## config.mk

```make
export PLATFORM = sky130hd
export DESIGN_NAME = serial_subtractor
export DESIGN_NICKNAME = d
export VERILOG_FILES = /design/src/rtl/serial_sub_pkg.sv /design/src/rtl/serial_subtractor_full_subtractor.sv /design/src/rtl/serial_subtractor.sv
export SDC_FILE = /design/constraint.sdc
export NUM_CORES = 1
export LEC_CHECK = 0
export CAP_MARGIN = 20
export CELL_PAD_IN_SITES_DETAIL_PLACEMENT = 0
export CELL_PAD_IN_SITES_GLOBAL_PLACEMENT = 1
export CORE_MARGIN = 1
export CORE_UTILIZATION = 36
export DETAILED_ROUTE_END_ITERATION = 6
export PLACE_DENSITY = 0.71
export SLEW_MARGIN = 30
export SYNTH_ARGS = -nofsm -noshare
export SYNTH_HDL_FRONTEND = slang
export SYNTH_SLANG_ARGS = --single-unit
```

## constraint.sdc

```tcl
create_clock -name clk -period 1.3 [get_ports clk]
set_clock_uncertainty 0.2 [all_clocks]
set_input_delay 0.26 -clock clk [delete_from_list [all_inputs] [get_ports clk]]
set_output_delay 0.26 -clock clk [all_outputs]
set_load 0.01 [all_outputs]
```

## src/rtl/serial_sub_pkg.sv

```systemverilog
// Shared types and constants for the bit-serial subtractor.
package serial_sub_pkg;

    localparam int unsigned WIDTH_DEF = 8;

    // Width of a counter that must reach w, the bit count of an operation.
    function automatic int unsigned cnt_w(input int unsigned w);
        return $clog2(w + 1);
    endfunction

    localparam int unsigned CNT_W = cnt_w(WIDTH_DEF);

    typedef enum logic [1:0] {
        IDLE = 2'd0,
        RUN  = 2'd1,
        DONE = 2'd2
    } sub_state_t;

endpackage : serial_sub_pkg

```

## src/rtl/serial_subtractor_full_subtractor.sv

```systemverilog
// Combinational 1-bit full subtractor cell: d = a - b - bin.
module full_subtractor (
    input  logic a,
    input  logic b,
    input  logic bin,
    output logic d,
    output logic bout
);

    // Difference bit and borrow-out of a single bit position.
    always_comb begin
        d    = a ^ b ^ bin;
        bout = (~a & b) | (~(a ^ b) & bin);
    end

endmodule : full_subtractor

```

## src/rtl/serial_subtractor.sv

```systemverilog
// Bit-serial unsigned subtractor: DIFF = M - N, LSB first, one bit per clock.
// Optional signed-overflow output OVF enabled by SERIAL_SUB_SIGNED_OVF_EN.
module serial_subtractor
    import serial_sub_pkg::*;
#(
    parameter int unsigned WIDTH = WIDTH_DEF
) (
    input  logic             clk,
    input  logic             rst_n,
    input  logic             start,
    input  logic [WIDTH-1:0] M,
    input  logic [WIDTH-1:0] N,
    output logic             busy,
    output logic             done,
    output logic [WIDTH-1:0] DIFF,
    output logic             BORROW
`ifdef SERIAL_SUB_SIGNED_OVF_EN
    ,
    output logic             OVF
`endif
);

    localparam int unsigned CW = (WIDTH == WIDTH_DEF) ? CNT_W : cnt_w(WIDTH);

    sub_state_t       r_state, w_state_nxt;
    logic [WIDTH-1:0] r_m, w_m_nxt;
    logic [WIDTH-1:0] r_n, w_n_nxt;
    logic [WIDTH-1:0] r_diff, w_diff_nxt;
    logic [CW-1:0]    r_cnt, w_cnt_nxt;
    logic             r_borrow, w_borrow_nxt;
    logic             r_borrow_out, w_borrow_out_nxt;
    logic             r_busy, w_busy_nxt;
    logic             r_done, w_done_nxt;
`ifdef SERIAL_SUB_SIGNED_OVF_EN
    logic             r_ovf, w_ovf_nxt;
`endif

    logic             w_d;
    logic             w_bout;

    // The single subtractor cell shared by every bit position.
    full_subtractor u_cell (
        .a    (r_m[0]),
        .b    (r_n[0]),
        .bin  (r_borrow),
        .d    (w_d),
        .bout (w_bout)
    );

    // State and datapath registers; reset abandons any operation in flight.
    always_ff @(posedge clk or negedge rst_n) begin
        if (!rst_n) begin
            r_state      <= IDLE;
            r_m          <= '0;
            r_n          <= '0;
            r_diff       <= '0;
            r_cnt        <= '0;
            r_borrow     <= 1'b0;
            r_borrow_out <= 1'b0;
            r_busy       <= 1'b0;
            r_done       <= 1'b0;
`ifdef SERIAL_SUB_SIGNED_OVF_EN
            r_ovf        <= 1'b0;
`endif
        end else begin
            r_state      <= w_state_nxt;
            r_m          <= w_m_nxt;
            r_n          <= w_n_nxt;
            r_diff       <= w_diff_nxt;
            r_cnt        <= w_cnt_nxt;
            r_borrow     <= w_borrow_nxt;
            r_borrow_out <= w_borrow_out_nxt;
            r_busy       <= w_busy_nxt;
            r_done       <= w_done_nxt;
`ifdef SERIAL_SUB_SIGNED_OVF_EN
            r_ovf        <= w_ovf_nxt;
`endif
        end
    end

    // Next-state and next-register values; done is a one-cycle pulse by default.
    always_comb begin
        w_state_nxt      = r_state;
        w_m_nxt          = r_m;
        w_n_nxt          = r_n;
        w_diff_nxt       = r_diff;
        w_cnt_nxt        = r_cnt;
        w_borrow_nxt     = r_borrow;
        w_borrow_out_nxt = r_borrow_out;
        w_busy_nxt       = r_busy;
        w_done_nxt       = 1'b0;
`ifdef SERIAL_SUB_SIGNED_OVF_EN
        w_ovf_nxt        = r_ovf;
`endif

        case (r_state)
            IDLE, DONE: begin
                if (start) begin
                    w_m_nxt      = M;
                    w_n_nxt      = N;
                    w_borrow_nxt = 1'b0;
                    w_cnt_nxt    = '0;
                    w_busy_nxt   = 1'b1;
                    w_state_nxt  = RUN;
                end else begin
                    w_state_nxt  = IDLE;
                end
            end

            RUN: begin
                // Result bits enter from the MSB so bit 0 lands at DIFF[0] last.
                w_diff_nxt   = {w_d, r_diff[WIDTH-1:1]};
                w_m_nxt      = {1'b0, r_m[WIDTH-1:1]};
                w_n_nxt      = {1'b0, r_n[WIDTH-1:1]};
                w_borrow_nxt = w_bout;
                w_cnt_nxt    = r_cnt + CW'(1);
                if (r_cnt == CW'(WIDTH - 1)) begin
                    w_borrow_out_nxt = w_bout;
`ifdef SERIAL_SUB_SIGNED_OVF_EN
                    // Borrow into the MSB differs from borrow out: signed overflow.
                    w_ovf_nxt        = r_borrow ^ w_bout;
`endif
                    w_busy_nxt       = 1'b0;
                    w_done_nxt       = 1'b1;
                    w_state_nxt      = DONE;
                end
            end

            default: begin
                w_busy_nxt  = 1'b0;
                w_state_nxt = IDLE;
            end
        endcase
    end

    assign busy   = r_busy;
    assign done   = r_done;
    assign DIFF   = r_diff;
    assign BORROW = r_borrow_out;
`ifdef SERIAL_SUB_SIGNED_OVF_EN
    assign OVF    = r_ovf;
`endif

endmodule : serial_subtractor

```

==> run summary, run 1 <==
Run status: finished with violations
Failing checks: setup timing
Final Max Tran Viols: 0
Fmax: 0.692 GHz
Synthesis-stage register bit count: 34
Count leader, synth: dfrtp_1
Hold_buf cts: 0
Multi-input logic area: 619 µm²
Peak supply drop: 0.873 mV
Fin crit period: 1.44 ns
Die area: 0.00436 mm²
Drc violations: 0
Post-DP Area: 0.00194 mm²
Pleak: 1.10 nW
Initial core utilization: 38.9%
Setup_tns: -2.12 ns
Hold crit path type: primary input to async pin
Max clock buf depth: 2
Synth area leader: dfrtp_1
# setup viols final: 31
Clk root buf: clkbuf_8
Synthesized cell area: 0.00148 mm²
Async S/R FF share, synth: 100%
Count of cell types in the netlist: 28
Worst Max-Slew Pin Slew: 0.253 ns
Die H: 66.0 µm
Max-cap viol count: 0
R2R setup slack: -0.14 ns
Unrepaired setup endpoints after global routing: yes
Syn_nets: 143
Pwr per Cell Area: 2420 mW/mm²
Routed wl met3: 204 µm
First-pass detailed-route iteration total: 4
FILL cells: 323
Final WS setup: -0.145 ns
Synth cell count leaders: dfrtp_1 (34), nand2_1 (24), a22o_1 (17)
Top FF cell, synth: dfrtp_1
Antenna Cells: 0
Post-synthesis sequential area ratio: 57.6%
Layout area overhead: 42.7%
Fin. Hold Viols: 0
Nets: 203
Gr ovfl total: 0
Synth top area share: 57.6%
Vias in the first global route: 1,133
EDFF count, synth: 0
Dpl hpwl: 1870 µm
WP data arrival: 1.43 ns
Cell area after layout: 0.00211 mm²
Worst setup EP type: register
H-tree depth: 2
DIE WIDTH: 66.0 µm
Ports: 30
Met2 wire len: 1490 µm
First-pass GRT wire length: 5420 µm
Share of layout cells above drive strength 1: 34.3%
Inserted Clock Buffers: 5
Final period utilization: 111%
CTS Sinks: 34
CTS tree: done
Core area: 0.00380 mm²
Routed vias/inst: 4.94
Highest routed layer: met4
Reg area: 853 µm²
Routed WL: 3090 µm
GRT Util Overall: 17.3%
Largest net degree at the start of global routing: 35
CTS clk-pin slew, worst paths: 0.06 ns
Vias: 1,132
CP startpoint kind: register
# rows: 22
Placer Congestion: 0.681
Wl on met1: 1350 µm
Area contributors post-synth: dfrtp_1 (58%), a22o_1 (10%), a21o_1 (7.1%)
Slew headroom: 83.1%
Post-synthesis cell count: 122
Yosys warning count: 0
Clk_lat worst skew: 0.28 ns
Syn avg cell area: 12.1 µm²
DR WL/cell: 13.5 µm
Iter 0 DRT Violations: 51
Pre-CTS WS: -0.434 ns
I/O Buffers: 29
CP required: 1.28 ns
Antenna violations before repair: 0
Type of the worst setup path: register to register
DRT antenna net count: 0
CP Max Fanout: 7
## worst paths after layout
path / to / cells past startpoint / startpoint
worst max-delay path: BORROW / 3 / r_state[0]
worst min-delay path: busy / 2 / rst_n
worst max register to register: BORROW / 3 / r_state[0]
worst min register to register: DIFF[0] / 2 / DIFF[0]
max in group asynchronous: r_state[1] / 2 / rst_n
min in group clk: busy / 3 / start
## worst max-delay path: stages (launching register included)
cell	delay (ns)
dfrtp_2	0.44
or2b_4	0.33
buf_6	0.14
o31ai_4	0.24
## timing repair
item / in CTS / in global routing
gates resized for setup: 60 / 5
pin swaps: 2 / 4
setup buffers: 6 / 2
gates cloned: 3 / 1
setup endpoints to repair: 42 / 35
## metal layers
layer / track usage (%) / vias to the layer above
li1: - / 550
met1: 21.9 / 540
met2: 26.7 / 37
met3: 6.72 / 5
met4: 6.12 / 0
met5: 0 / -
## power breakdown
group | switching [W] | internal (W) | total, W | leakage (nW)
combinational | 0.00114 | 0.00142 | 0.00255 | 0.635
sequential | 0.000265 | 0.00153 | 0.00179 | 0.425
clock | 0.000344 | 0.000408 | 0.000752 | 0.0431
## stage by stage
step | hold WS (ns) | instances | util, % | total power [W]
final | 0.148 | 229 | 55.5 | 0.00510
after global routing | 0.153 | 229 | 55.5 | 0.00551
after CTS | 0.150 | 227 | 55.1 | 0.00508
after detailed placement | 0.269 | 212 | 51.1 | 0.00413
after global placement | 0.260 | 212 | 51.1 | 0.00403
after floorplan | -0.236 | 122 | - | 0.00329
## placed cells by master (no fill, tap or decap), drive strengths merged
master	synthesis	routed
or2b	1	1
o31ai	1	1
ha	1	1
a21o	14	14
buf	7	39
fa	1	1
and2b	1	4
xnor2	1	1
nor2	5	5
clkbuf	0	6
o2bb2ai	1	1
mux2i	2	2
nor2b	2	2
a221o	1	1
nand2	24	24
dfrtp	34	34
nor3	1	1
nand2b	1	1
o21ai	2	2
inv	2	2
nand4	1	1
nand3b	2	2
dlygate4sd2	0	1
clkdlybuf4s50	0	17
a22o	17	17
## registers in the layout (all words and copies together) (netlist names)
signal / cells
BORROW: 1
r_cnt: 4
r_borrow: 1
r_n: 8
r_state: 2
DIFF: 8
done: 1
busy: 1
r_m: 8
## final cells by class
type,instances,area share (%)
clock buffer,6,3.92
inverter,2,0.356
multi-input combinational,82,29.4
sequential,34,40.5
tap,48,2.85
timing repair buffer,57,23.0
## kinds of logic after synthesis
family                   synth area share (%)
AND/OR/NAND/NOR                          13.2
XOR/XNOR                                0.593
AO/OA/AOI/OAI                            19.7
flip-flops                               57.6
buffers and inverters                    5.34
multiplexers                             1.36
adder cells (fa/ha/maj)                  2.20
Power figures use the tool's default switching activity.
==> run 2: changes to the inputs <==
--- a/config.mk
+++ b/config.mk
@@ -5,7 +5,6 @@
 export SDC_FILE = /design/constraint.sdc
 export NUM_CORES = 1
 export LEC_CHECK = 0
-export CAP_MARGIN = 20
 export CELL_PAD_IN_SITES_DETAIL_PLACEMENT = 0
 export CELL_PAD_IN_SITES_GLOBAL_PLACEMENT = 1
 export CORE_MARGIN = 1
==> results of run 2 <==
The final DEF is identical to that of run 1; final timing and power are the same.
==> run 3: changes to the inputs <==
--- a/config.mk
+++ b/config.mk
@@ -6,9 +6,9 @@
 export NUM_CORES = 1
 export LEC_CHECK = 0
 export CELL_PAD_IN_SITES_DETAIL_PLACEMENT = 0
-export CELL_PAD_IN_SITES_GLOBAL_PLACEMENT = 1
+export CELL_PAD_IN_SITES_GLOBAL_PLACEMENT = 2
 export CORE_MARGIN = 1
-export CORE_UTILIZATION = 36
+export CORE_UTILIZATION = 30
 export DETAILED_ROUTE_END_ITERATION = 6
 export PLACE_DENSITY = 0.71
 export SLEW_MARGIN = 30
==> run 3 against run 2 <==
The run still ends with setup timing left. Cell area decreased by 0.77%. Sequential share of layout area increased by 0.26 points. Register-to-register slack improved by 0.02 ns. Worst hold slack got worse by 0.0091 ns. Critical path depth unchanged. Count of clock-buffer cells in the layout unchanged. Total power decreased by 2.4%. Sequential power about the same. Clock power increased by 1%. First-iteration DRC count increased by 61%. Routed wire length about the same. Flip-flop and latch count unchanged. Critical endpoint is now r_n[0]. Largest cell class unchanged.
==> run summary, run 3 (same netlist as run 1, synthesis figures left out) <==
H-tree depth: 2
WP data arrival: 1.39 ns
Routed WL: 3090 µm
CTS clk-pin slew, worst paths: 0.07 ns
Leading cell type in the layout, fill and taps excluded: dfrtp_1
CP startpoint kind: register
Gr ovfl total: 0
Clk root buf: clkbuf_8
Cell area after layout: 0.00209 mm²
Peak supply drop: 0.776 mV
FILL cells: 473
# setup viols final: 33
First-pass detailed-route iteration total: 4
Vias in the first global route: 1,126
Sequential share of power: 36.0%
First-pass GRT wire length: 5310 µm
Final WS setup: -0.121 ns
I/O Buffers: 29
P_sw: 0.00169 W
Cell internal pwr: 0.00329 W
Worst setup EP type: register
Max clock buf depth: 2
Fin crit period: 1.42 ns
Routed vias/inst: 4.53
Fmax: 0.704 GHz
Setup_tns: -2.23 ns
Unrepaired setup endpoints after global routing: yes
Power share of the clock group: 15.3%
Antenna violations before repair: 0
Hold crit path type: primary input to async pin
Dpl hpwl: 1890 µm
Share of layout cells above drive strength 1: 32.0%
Run status: finished with violations
CTS tree: done
Vias: 1,111
Core area: 0.00472 mm²
Drc violations: 0
Clk_lat worst skew: 0.28 ns
Nets: 200
Placed cell count: 231
Ports: 30
Final period utilization: 109%
Failing checks: setup timing
DIE WIDTH: 72.2 µm
Slew headroom: 80.9%
Worst Max-Slew Pin Slew: 0.286 ns
Placer Congestion: 0.681
Inserted Clock Buffers: 5
DRT antenna net count: 0
DR WL/cell: 12.6 µm
Combinational Power Share: 48.6%
Max-cap viol count: 0
Switching Share: 34.0%
Antenna Cells: 0
Die H: 72.2 µm
Commonest non-fill, non-tap cells in the layout: dfrtp_1 (33), nand2_1 (24), buf_4 (22)
GRT Util Overall: 13.6%
Pleak: 1.08 nW
Fin cells: 245
Initial core utilization: 31.3%
Pwr per Cell Area: 2380 mW/mm²
Post-DP Area: 0.00197 mm²
CP required: 1.27 ns
CTS Sinks: 34
Largest net degree at the start of global routing: 35
Die area: 0.00521 mm²
Fin. Hold Viols: 0
Layout area overhead: 41.6%
Type of the worst setup path: register to register
Final Max Tran Viols: 0
CP Max Fanout: 6
# rows: 25
Iter 0 DRT Violations: 82
==> run 3: path summary, 6_finish.rpt <==
kind                            start         end  slack, ns  depth (start not counted)
min                             rst_n     DIFF[5]       0.14                          2
min in group clk                start        busy       0.23                          3
max                        r_state[1]      r_n[0]      -0.12                          3
max in group asynchronous       rst_n  r_state[0]       0.57                          2
min reg2reg                   DIFF[0]     DIFF[0]       0.28                          2
max reg2reg                r_state[1]      r_n[0]      -0.12                          3
==> run 3: routing by layer <==
| layer | routed length (µm) | vias up | GRT usage [%] |
|---|---|---|---|
| met5 | 0 | - | 0 |
| met4 | 7 | 0 | 4.58 |
| met3 | 182 | 2 | 5.28 |
| met2 | 1430 | 30 | 21.1 |
| met1 | 1470 | 538 | 17.5 |
| li1 | - | 541 | - |
==> run 3: through the flow <==
step                      power (W)  util, %  worst slack, ns  hold WS (ns)
after floorplan             0.00329        -          -0.0706        -0.236
after global placement      0.00405     41.6           -0.419         0.260
after detailed placement    0.00411     41.6           -0.423         0.270
after CTS                   0.00496     43.6           -0.128         0.142
after global routing        0.00538     44.3           -0.160         0.153
final                       0.00498     44.3           -0.121         0.139
==> run 3: critical path, stage by stage, from the launching register on <==
cell and delay, ns:
dfrtp_1 0.43, and2b_4 0.37, nor3_2 0.06, a221o_1 0.25
==> run 3: cell type report <==
class	instances	area, µm²	share of cell area, %
timing repair buffer	55	468	22.4
clock buffer	6	82.6	3.95
inverter	2	7.51	0.359
tap	67	83.8	4.01
sequential	34	852	40.8
multi-input combinational	81	597	28.5
==> run 3: power by group through the flow <==
stage               registers, W  logic (W)  clock network (W)
floorplan                0.00184    0.00145                  0
global placement         0.00178    0.00227                  0
detailed placement       0.00179    0.00232                  0
CTS                      0.00179    0.00237           0.000795
global route             0.00185    0.00268           0.000845
finish                   0.00179    0.00242           0.000763
==> run 3: repair_timing <==
action	CTS	global route
pin swaps	2	2
hold buffers	0	0
setup endpoints to repair	43	34
resized for setup	54	5
buffers inserted	4	2
cloned	2	0
